<file path="src/rtl/uart_pkg.sv">
`default_nettype none
// ============================================================================
// Module      : uart_pkg
// Description : Shared types and helpers for the UART transmit controller.
// Revision    : 1.0 - initial release
// ============================================================================
package uart_pkg;

    // Frame sequencer states
    typedef enum logic [2:0] {
        IDLE   = 3'd0,
        START  = 3'd1,
        DATA   = 3'd2,
        PARITY = 3'd3,
        STOP   = 3'd4
    } state_t;

    // Baud ticks per serial bit unless overridden at the top level
    localparam int OVERSAMPLE_DEF = 16;

    // Widest data word the parity helper accepts (DATA_BITS is at most 9)
    localparam int PARITY_MAX_W = 16;

    // Parity bit for a data word: even parity makes the total count of ones
    // even, odd parity inverts that. Zero-extension does not alter the XOR.
    function automatic logic calc_parity(input logic [PARITY_MAX_W-1:0] data,
                                         input logic                    odd);
        return (^data) ^ odd;
    endfunction

endpackage
`default_nettype wire

</file>
<file path="src/rtl/uart_tick_div.sv">
`default_nettype none
// ============================================================================
// Module      : uart_tick_div
// Description : Baud tick divider. Counts 0..div_i and pulses tick_o on the
//               final count while enabled; held at zero when disabled.
// Revision    : 1.0 - initial release
// ============================================================================
module uart_tick_div #(
    parameter int DIV_WIDTH = 10
) (
    input  logic                 clk,
    input  logic                 rst_n,
    input  logic                 en_i,
    input  logic                 clr_i,
    input  logic [DIV_WIDTH-1:0] div_i,
    output logic                 tick_o
);

    logic [DIV_WIDTH-1:0] cnt_q;
    logic [DIV_WIDTH-1:0] cnt_d;

    // The count never exceeds div_i, so an all-ones divider cannot overflow
    assign tick_o = en_i && (cnt_q == div_i);

    // Next count: clear/disable force zero, tick wraps, otherwise increment
    always_comb begin
        cnt_d = cnt_q;
        if (clr_i || !en_i) begin
            cnt_d = '0;
        end else if (tick_o) begin
            cnt_d = '0;
        end else begin
            cnt_d = cnt_q + {{(DIV_WIDTH-1){1'b0}}, 1'b1};
        end
    end

    // Counter register with synchronous active-low reset
    always_ff @(posedge clk) begin
        if (!rst_n) begin
            cnt_q <= '0;
        end else begin
            cnt_q <= cnt_d;
        end
    end

endmodule
`default_nettype wire

</file>
<file path="src/rtl/uart_tx_controller.sv">
`default_nettype none
// ============================================================================
// Module      : uart_tx_controller
// Description : UART transmit frame sequencer. Accepts a byte on a
//               valid/ready handshake and sends start, data (LSB first),
//               optional parity and one or two stop bits.
// Revision    : 1.0 - initial release
// ============================================================================
module uart_tx_controller
    import uart_pkg::*;
#(
    parameter int DIV_WIDTH  = 10,
    parameter int DATA_BITS  = 8,
    parameter int OVERSAMPLE = OVERSAMPLE_DEF
) (
    input  logic                 clk,
    input  logic                 rst_n,
    input  logic [DIV_WIDTH-1:0] cfg_div,
    input  logic                 cfg_parity_en,
    input  logic                 cfg_parity_odd,
    input  logic                 cfg_two_stop,
    input  logic                 tx_valid,
    input  logic [DATA_BITS-1:0] tx_data,
    output logic                 tx_ready,
    output logic                 tx,
    output logic                 busy,
    output logic                 tx_done
);

    localparam int SUB_W = (OVERSAMPLE > 1) ? $clog2(OVERSAMPLE) : 1;
    localparam int BIT_W = $clog2(DATA_BITS + 1);
    localparam logic [SUB_W-1:0] SUB_LAST  = SUB_W'(OVERSAMPLE - 1);
    localparam logic [BIT_W-1:0] BITS_LAST = BIT_W'(DATA_BITS);

    state_t                 state_q, state_d;
    logic                   tx_q, tx_d;
    logic                   busy_q, busy_d;
    logic                   done_q, done_d;
    logic [DATA_BITS-1:0]   shift_q, shift_d;
    logic [SUB_W-1:0]       sub_q, sub_d;
    logic [BIT_W-1:0]       bit_q, bit_d;
    logic                   stop_q, stop_d;
    logic [DIV_WIDTH-1:0]   div_q, div_d;
    logic                   par_en_q, par_en_d;
    logic                   two_stop_q, two_stop_d;
    logic                   par_q, par_d;

    logic                   w_accept;
    logic                   w_tick;
    logic                   w_bit_end;

    assign w_accept  = tx_valid && (state_q == IDLE);
    assign w_bit_end = w_tick && (sub_q == SUB_LAST);

    assign tx_ready = (state_q == IDLE);
    assign tx       = tx_q;
    assign busy     = busy_q;
    assign tx_done  = done_q;

    uart_tick_div #(
        .DIV_WIDTH (DIV_WIDTH)
    ) u_tick_div (
        .clk    (clk),
        .rst_n  (rst_n),
        .en_i   (state_q != IDLE),
        .clr_i  (w_accept),
        .div_i  (div_q),
        .tick_o (w_tick)
    );

    // Next-state, line value and counter updates; every change in a frame
    // happens at a bit boundary except the sub-tick advance
    always_comb begin
        state_d    = state_q;
        tx_d       = tx_q;
        shift_d    = shift_q;
        sub_d      = sub_q;
        bit_d      = bit_q;
        stop_d     = stop_q;
        done_d     = 1'b0;
        div_d      = div_q;
        par_en_d   = par_en_q;
        two_stop_d = two_stop_q;
        par_d      = par_q;

        case (state_q)
            IDLE: begin
                if (tx_valid) begin
                    state_d    = START;
                    tx_d       = 1'b0;
                    shift_d    = tx_data;
                    sub_d      = '0;
                    bit_d      = '0;
                    stop_d     = 1'b0;
                    div_d      = cfg_div;
                    par_en_d   = cfg_parity_en;
                    two_stop_d = cfg_two_stop;
                    par_d      = calc_parity(PARITY_MAX_W'(tx_data), cfg_parity_odd);
                end
            end
            default: begin
                if (w_tick) begin
                    sub_d = w_bit_end ? '0 : sub_q + SUB_W'(1);
                end
                if (w_bit_end) begin
                    case (state_q)
                        START: begin
                            state_d = DATA;
                            tx_d    = shift_q[0];
                            shift_d = shift_q >> 1;
                            bit_d   = BIT_W'(1);
                        end
                        DATA: begin
                            if (bit_q == BITS_LAST) begin
                                if (par_en_q) begin
                                    state_d = PARITY;
                                    tx_d    = par_q;
                                end else begin
                                    state_d = STOP;
                                    tx_d    = 1'b1;
                                    stop_d  = 1'b0;
                                end
                            end else begin
                                tx_d    = shift_q[0];
                                shift_d = shift_q >> 1;
                                bit_d   = bit_q + BIT_W'(1);
                            end
                        end
                        PARITY: begin
                            state_d = STOP;
                            tx_d    = 1'b1;
                            stop_d  = 1'b0;
                        end
                        STOP: begin
                            if (two_stop_q && !stop_q) begin
                                stop_d = 1'b1;
                            end else begin
                                state_d = IDLE;
                                tx_d    = 1'b1;
                                done_d  = 1'b1;
                            end
                        end
                        default: begin
                            state_d = IDLE;
                            tx_d    = 1'b1;
                        end
                    endcase
                end
            end
        endcase

        busy_d = (state_d != IDLE);
    end

    // State and datapath registers with synchronous active-low reset
    always_ff @(posedge clk) begin
        if (!rst_n) begin
            state_q    <= IDLE;
            tx_q       <= 1'b1;
            busy_q     <= 1'b0;
            done_q     <= 1'b0;
            shift_q    <= '0;
            sub_q      <= '0;
            bit_q      <= '0;
            stop_q     <= 1'b0;
            div_q      <= '0;
            par_en_q   <= 1'b0;
            two_stop_q <= 1'b0;
            par_q      <= 1'b0;
        end else begin
            state_q    <= state_d;
            tx_q       <= tx_d;
            busy_q     <= busy_d;
            done_q     <= done_d;
            shift_q    <= shift_d;
            sub_q      <= sub_d;
            bit_q      <= bit_d;
            stop_q     <= stop_d;
            div_q      <= div_d;
            par_en_q   <= par_en_d;
            two_stop_q <= two_stop_d;
            par_q      <= par_d;
        end
    end

endmodule
`default_nettype wire

</file>
<file path="config.mk">
export PLATFORM = sky130hd
export DESIGN_NAME = uart_tx_controller
export DESIGN_NICKNAME = d
export VERILOG_FILES = /design/src/rtl/uart_pkg.sv /design/src/rtl/uart_tick_div.sv /design/src/rtl/uart_tx_controller.sv
export SDC_FILE = /design/constraint.sdc
export NUM_CORES = 1
export LEC_CHECK = 0
export CAP_MARGIN = 10
export CORE_ASPECT_RATIO = 1.75
export CORE_UTILIZATION = 50
export CTS_CLUSTER_SIZE = 20
export DETAILED_ROUTE_END_ITERATION = 10
export GPL_TIMING_DRIVEN = 0
export PLACE_DENSITY = 0.73
export SLEW_MARGIN = 20
export SYNTH_ARGS = -nofsm -noshare
export SYNTH_HDL_FRONTEND = slang
export SYNTH_SLANG_ARGS = --single-unit
</file>
<file path="constraint.sdc">
create_clock -name clk -period 3.24 [get_ports clk]
set_input_delay 0.648 -clock clk [delete_from_list [all_inputs] [get_ports clk]]
set_output_delay 0.648 -clock clk [all_outputs]
set_load 0.01 [all_outputs]
</file>
# Word-level counts from Yosys, hierarchy flattened
# Cells that the tools add are included.
[word_totals]
inputBits = 24
out_inout_bits = 4
wordCells = 89
reg_bits = 46
[classes]
bitwise_logic = 4
n_eq_ne = 13
reduce_logical = 22
add_sub_neg = 3
mux = 34
[op_table]
columns = ["op", "n"]
rows = [
  ["8-bit two-way mux", 4],
  ["4-bit two-way mux", 7],
  ["3-bit two-way mux", 6],
  ["8-bit case mux with 2 select lines", 1],
  ["16-bit parity", 1],
  ["3-bit inequality test, second input constant", 5],
  ["1-bit two-way mux", 12],
  ["3-bit case mux with 4 select lines", 1],
  ["10-bit by 1-bit adder with 10-bit output, second input constant", 1],
  ["10-bit equality test", 1],
  ["3-bit nonzero test", 3],
  ["4-bit by 1-bit adder with 4-bit output, second input constant", 2],
  ["4-bit equality test, second input constant", 2],
  ["4-bit case mux with 2 select lines", 1],
  ["3-bit by 2-bit equality test with 1-bit output, second input constant", 2],
  ["1-bit case mux with 3 select lines", 2],
  ["6-bit AND reduction", 1],
  ["1-bit logical AND", 4],
  ["2-bit AND reduction", 2],
  ["4-bit AND reduction", 1],
  ["2-bit nonzero test", 2],
  ["4-bit nonzero test", 1],
  ["4-bit OR reduction", 1],
  ["3-bit by 1-bit equality test with 1-bit output, second input constant", 1],
  ["other kinds (9)", 12],
]

# Logic depth before layout (Yosys ltp)
[depth]
depth_word = 7
depth_mapped = 9
depth_no_buf = 8

# Cells and area by module
# From an unflattened synthesis, not the netlist that was laid out.
[hier_totals]
cells_unflattened = 280
area_unflattened_um2 = 2366.0
[modules_own_cells]
columns = ["mod", "area_each_um2", "cells_each", "seq_area_each_um2", "n_inst"]
rows = [
  ["uart_tx_controller", 1834.3, 220, 720.7, 1],
  ["uart_tick_div", 531.8, 60, 200.2, 1],
]

# Worst setup path before layout
# Ideal clock, no wire load.
[synth_path]
kind = "register to register"
startpoint = "reg u_tick_div.cnt_q[2]"
endpoint = "reg shift_q[3]"
period_less_slack_ns = 2.291
t_arrival_ns = 2.220
setup_time_ns = 0.070
setup_slack_ns = 0.949
stages_incl_launch_ff = 10
required_time_ns = 3.170
path_buffers = 3
path_cell_list = "dfxtp_1 -> clkbuf_1 -> xnor2_1 -> nand4_1 -> or4_1 -> buf_2 -> o21a_1 -> buf_6 -> or3_1 -> a21oi_1"
[synth_between]
elab_chain_len = 5
[synth_rtl]
columns = ["item", "line_no", "text"]
rows = [
  ["start: declaration", "uart_tick_div.sv:19", "logic [DIV_WIDTH-1:0] cnt_q;"],
  ["start signal: assignment", "uart_tick_div.sv:42", "cnt_q <= cnt_d;"],
  ["10-bit equality test", "uart_tick_div.sv:23", "assign tick_o = en_i && (cnt_q == div_i);"],
  ["1-bit logical AND", "uart_tick_div.sv:23", ""],
  ["1-bit logical AND", "uart_tx_controller.sv:53", "assign w_bit_end = w_tick && (sub_q == SUB_LAST);"],
  ["2-bit nonzero test (no source line)", "n/a", ""],
  ["4-bit AND reduction (no source line)", "n/a", ""],
  ["end signal: assignment", "uart_tx_controller.sv:175", "shift_q <= shift_d;"],
  ["end: declaration", "uart_tx_controller.sv:39", "logic [DATA_BITS-1:0] shift_q, shift_d;"],
]
# Every way passes these cells.
# A chain may end at the register's enable or synchronous reset.

# Worst setup path in the final report
[layout_path]
startpoint = "reg state_q[1]"
endpoint = "out tx_ready"
[layout_between]
elab_chain_len = 1
[layout_rtl]
columns = ["item", "line_no", "text"]
rows = [
  ["start: declaration", "uart_tx_controller.sv:35", "state_t state_q, state_d;"],
  ["start signal: assignment", "uart_tx_controller.sv:171", "state_q <= state_d;"],
  ["3-bit logical NOT", "uart_tx_controller.sv:55", "assign tx_ready = (state_q == IDLE);"],
  ["end: declaration", "uart_tx_controller.sv:24", "output logic tx_ready,"],
]
# Every way passes these cells.

==> results.cfg <==
[status]
status = finished clean

[yosys]
synth_area_um2 = 2260
synthCells = 280
syn-mean-instance-area_um2 = 8.07
synthArstFlopShare_pct = 0
seq_area_frac_synth_pct = 40.8
syn-num-nets = 308
synthFlopType = dfxtp_1
synth-edff-count = 0
synth_cell_types = 38
yosys_warnings = 0
synth_seq_cells = 46

[setup_path]
cp_num_buf_inv = 3
crit_required_ns = 2.59
endpoint_kind = output port
critPathSlowestCell = clkdlybuf4s50_1
rr_worst_depth = 9
timing.reg2reg.setup_slack_ns = 0.72
crit_type = reg -> out
cpLargestDelayFamily = buffers and inverters
slowest_delay_ns = 0.65
crit_path_max_fanout = 10
arrival_ns = 2.30
worst-path-stages = 4
path_cells = buf_2 -> nor3_2 -> clkbuf_1 -> clkdlybuf4s50_1
critPathLaunchType = flip-flop

[detailed_routing]
dr.pass1.iters = 4
vias = 2028
drcViolationCount = 0
ant_nets = 0
wirelength_um = 5030
dr.first_iter.drc_count = 37
wire_per_inst_um = 13.7
via_per_inst = 5.54

[clocking]
root_buffer = clkbuf_8
cts_buffers = 5
cts_hold_buf = 0
cts_setup_buffers = 0
cts_resized = 0
cts_tree = built
clockBufferDepth = 2
cts_num_sinks = 46
htree_levels = 2
path_clk_slew_ns = 0.09
insertion_delay_ns = 0.29

[power]
p_switching_mw = 0.298
p_sw_share_pct = 24.8
internal-power_mw = 0.901
combPwrFrac_pct = 14.7
p_leak_nw = 1.00
p_clk_share_pct = 35.0
power.density_nw_per_um2 = 443
p_total_mw = 1.20
peakVddDrop_uv = 336
seqPwrFrac_pct = 50.4

[cells_and_area]
diodes = 0
final_cell_area_um2 = 2700
nFillCells = 404
syn2layout_area_growth_pct = 19.6
fin_nets = 342
fin_cells = 366
final_layout_size_suffix_gt1_share_pct = 4.44

[place]
dp.final_hpwl_um = 3870
pre_cts_slack_ns = 0.613
gp_congestion = 0.906
dpl.cell_count = 358
placed_area_um2 = 2590
port_buffers = 27

[global_routing]
grt_pass1_vias = 1961
grt_usage_pct = 23.6
grt_max_degree = 15
antenna_found_initial = 0
overflow = 0
grt_pass1_wl_um = 8640

[die]
core_area_um2 = 4360
rows = 32
die_h_um = 90.9
die_w_um = 52.8
ios = 28
fp.dieArea_um2 = 4800
initial_core_util_pct = 51.8

[sta]
final_hold_viol_count = 0
tightest_slew_ns = 0.841
fin_ws_ns = 0.289
tns_ns = 0
period_needed_ns = 2.95
fmax_mhz = 339
max-slew-margin-rel_pct = 43.4
drv_slew = 0
setup-violations-final = 0
grt_setup_unrepaired = no
fin_crit_sh_pct = 91.1
finClkSkew_ns = 0.00685

[worst_hold_path]
hold_depth = 2
hold_class = reg -> reg

[run]
max_cap_violations = 0
worst reg2reg max path, cell delays in order (launching register included):
cell      delay [ns]
dfxtp_1         0.31
clkbuf_1        0.26
xnor2_1         0.17
nand4_1         0.13
or4_1           0.52
buf_2           0.20
o21a_1          0.23
buf_6           0.14
or3_1           0.35
a21oi_1         0.15
final timing paths:
path                       startpoint         end
setup / recovery           state_q[1]    tx_ready
hold / removal             shift_q[7]  shift_q[7]
setup reg to reg  u_tick_div.cnt_q[2]  shift_q[2]
hold reg to reg            shift_q[7]  shift_q[7]
cells by family after synthesis:
kind of cell	share of synthesized area [%]
XOR/XNOR	10.5
AO/OA/AOI/OAI	13.9
buffers and inverters	4.15
adder cells (fa/ha/maj)	2.21
flip-flops	40.8
AND/OR/NAND/NOR	24.5
multiplexers	3.99
cells in the final DEF, fill, tap and decap left out, drive strengths merged, types with 2 or more instances in the layout:
| cell | instances |
|---|---|
| dfxtp | 46 |
| nand2 | 42 |
| a21oi | 31 |
| clkdlybuf4s50 | 27 |
| nor2 | 23 |
| xnor2 | 19 |
| clkbuf | 17 |
| o21ai | 16 |
| nand3 | 12 |
| or3 | 10 |
| mux2i | 9 |
| xor2 | 8 |
| inv | 6 |
| nor2b | 4 |
| ha | 4 |
| buf | 4 |
| nor3 | 4 |
| nand4 | 3 |
| and2 | 3 |
| and3 | 3 |
| nand4b | 2 |
| or4 | 2 |
| o21a | 2 |
| nand2b | 2 |
| a211oi | 2 |
| clkinv | 2 |
synthesized netlist by cell type, types with 2 or more instances:
library cell / number / area [µm²]
dfxtp_1: 46 / 921
nand2_1: 42 / 158
a21oi_1: 31 / 155
nor2_1: 23 / 86.3
xnor2_1: 19 / 166
o21ai_0: 14 / 70.1
clkbuf_1: 12 / 45.0
nand3_1: 12 / 60.1
or3_1: 10 / 62.6
mux2i_1: 9 / 90.1
xor2_1: 8 / 70.1
inv_1: 6 / 22.5
ha_1: 4 / 50.1
nor2b_1: 4 / 25.0
and2_1: 3 / 18.8
and3_1: 3 / 18.8
buf_2: 3 / 15.0
nand4_1: 3 / 18.8
nor3_1: 3 / 15.0
a211oi_1: 2 / 15.0
nand2b_1: 2 / 12.5
nand4b_1: 2 / 17.5
o21a_1: 2 / 15.0
o21ai_1: 2 / 10.0
or4_1: 2 / 15.0
per-stage QoR:
stage          hold WS (ns)  utilization [%]
6_report              0.458             61.9
5_1_grt               0.487             61.9
4_1_cts               0.460             61.9
3_5_place_dp          0.446             59.4
3_3_place_gp          0.442             59.4
2_1_floorplan         0.429                -
area by class of cell:
type	count	area [µm²]	area share (%)
repair buffers	27	270	10.0
flip-flops and latches	46	921	34.1
clock inverters	3	40.0	1.48
multi-input cells	212	1240	46.1
clock buffers	5	68.8	2.55
inverters	6	22.5	0.833
plain buffers	16	71.3	2.64
well taps	51	63.8	2.36
power by group through the flow:
stage	Clock [mW]	Sequential (mW)	Combinational, mW
final	0.419	0.604	0.176
after global routing	0.449	0.606	0.196
after CTS	0.425	0.604	0.178
after detailed placement	0	0.617	0.177
after global placement	0	0.616	0.176
after floorplan	0	0.614	0.109
sequential cells by signal, indices dropped and copies added, names as in the netlist, 3 cells and up:
signal,flops
bit_q,4
u_tick_div.cnt_q,10
shift_q,8
div_q,10
state_q,3
sub_q,4
metal layers:
| metal | up-vias | routed length [µm] | share of wire (%) | GRT usage [%] |
|---|---|---|---|---|
| met4 | 0 | 123 | 2.4 | 7.89 |
| li1 | 1024 | - | - | - |
| met2 | 32 | 2830 | 56 | 44.0 |
| met5 | - | 0 | 0 | 0 |
| met3 | 11 | 116 | 2.3 | 3.52 |
| met1 | 961 | 1960 | 39 | 25.2 |
Note: power is estimated with default switching activity, not from simulation.
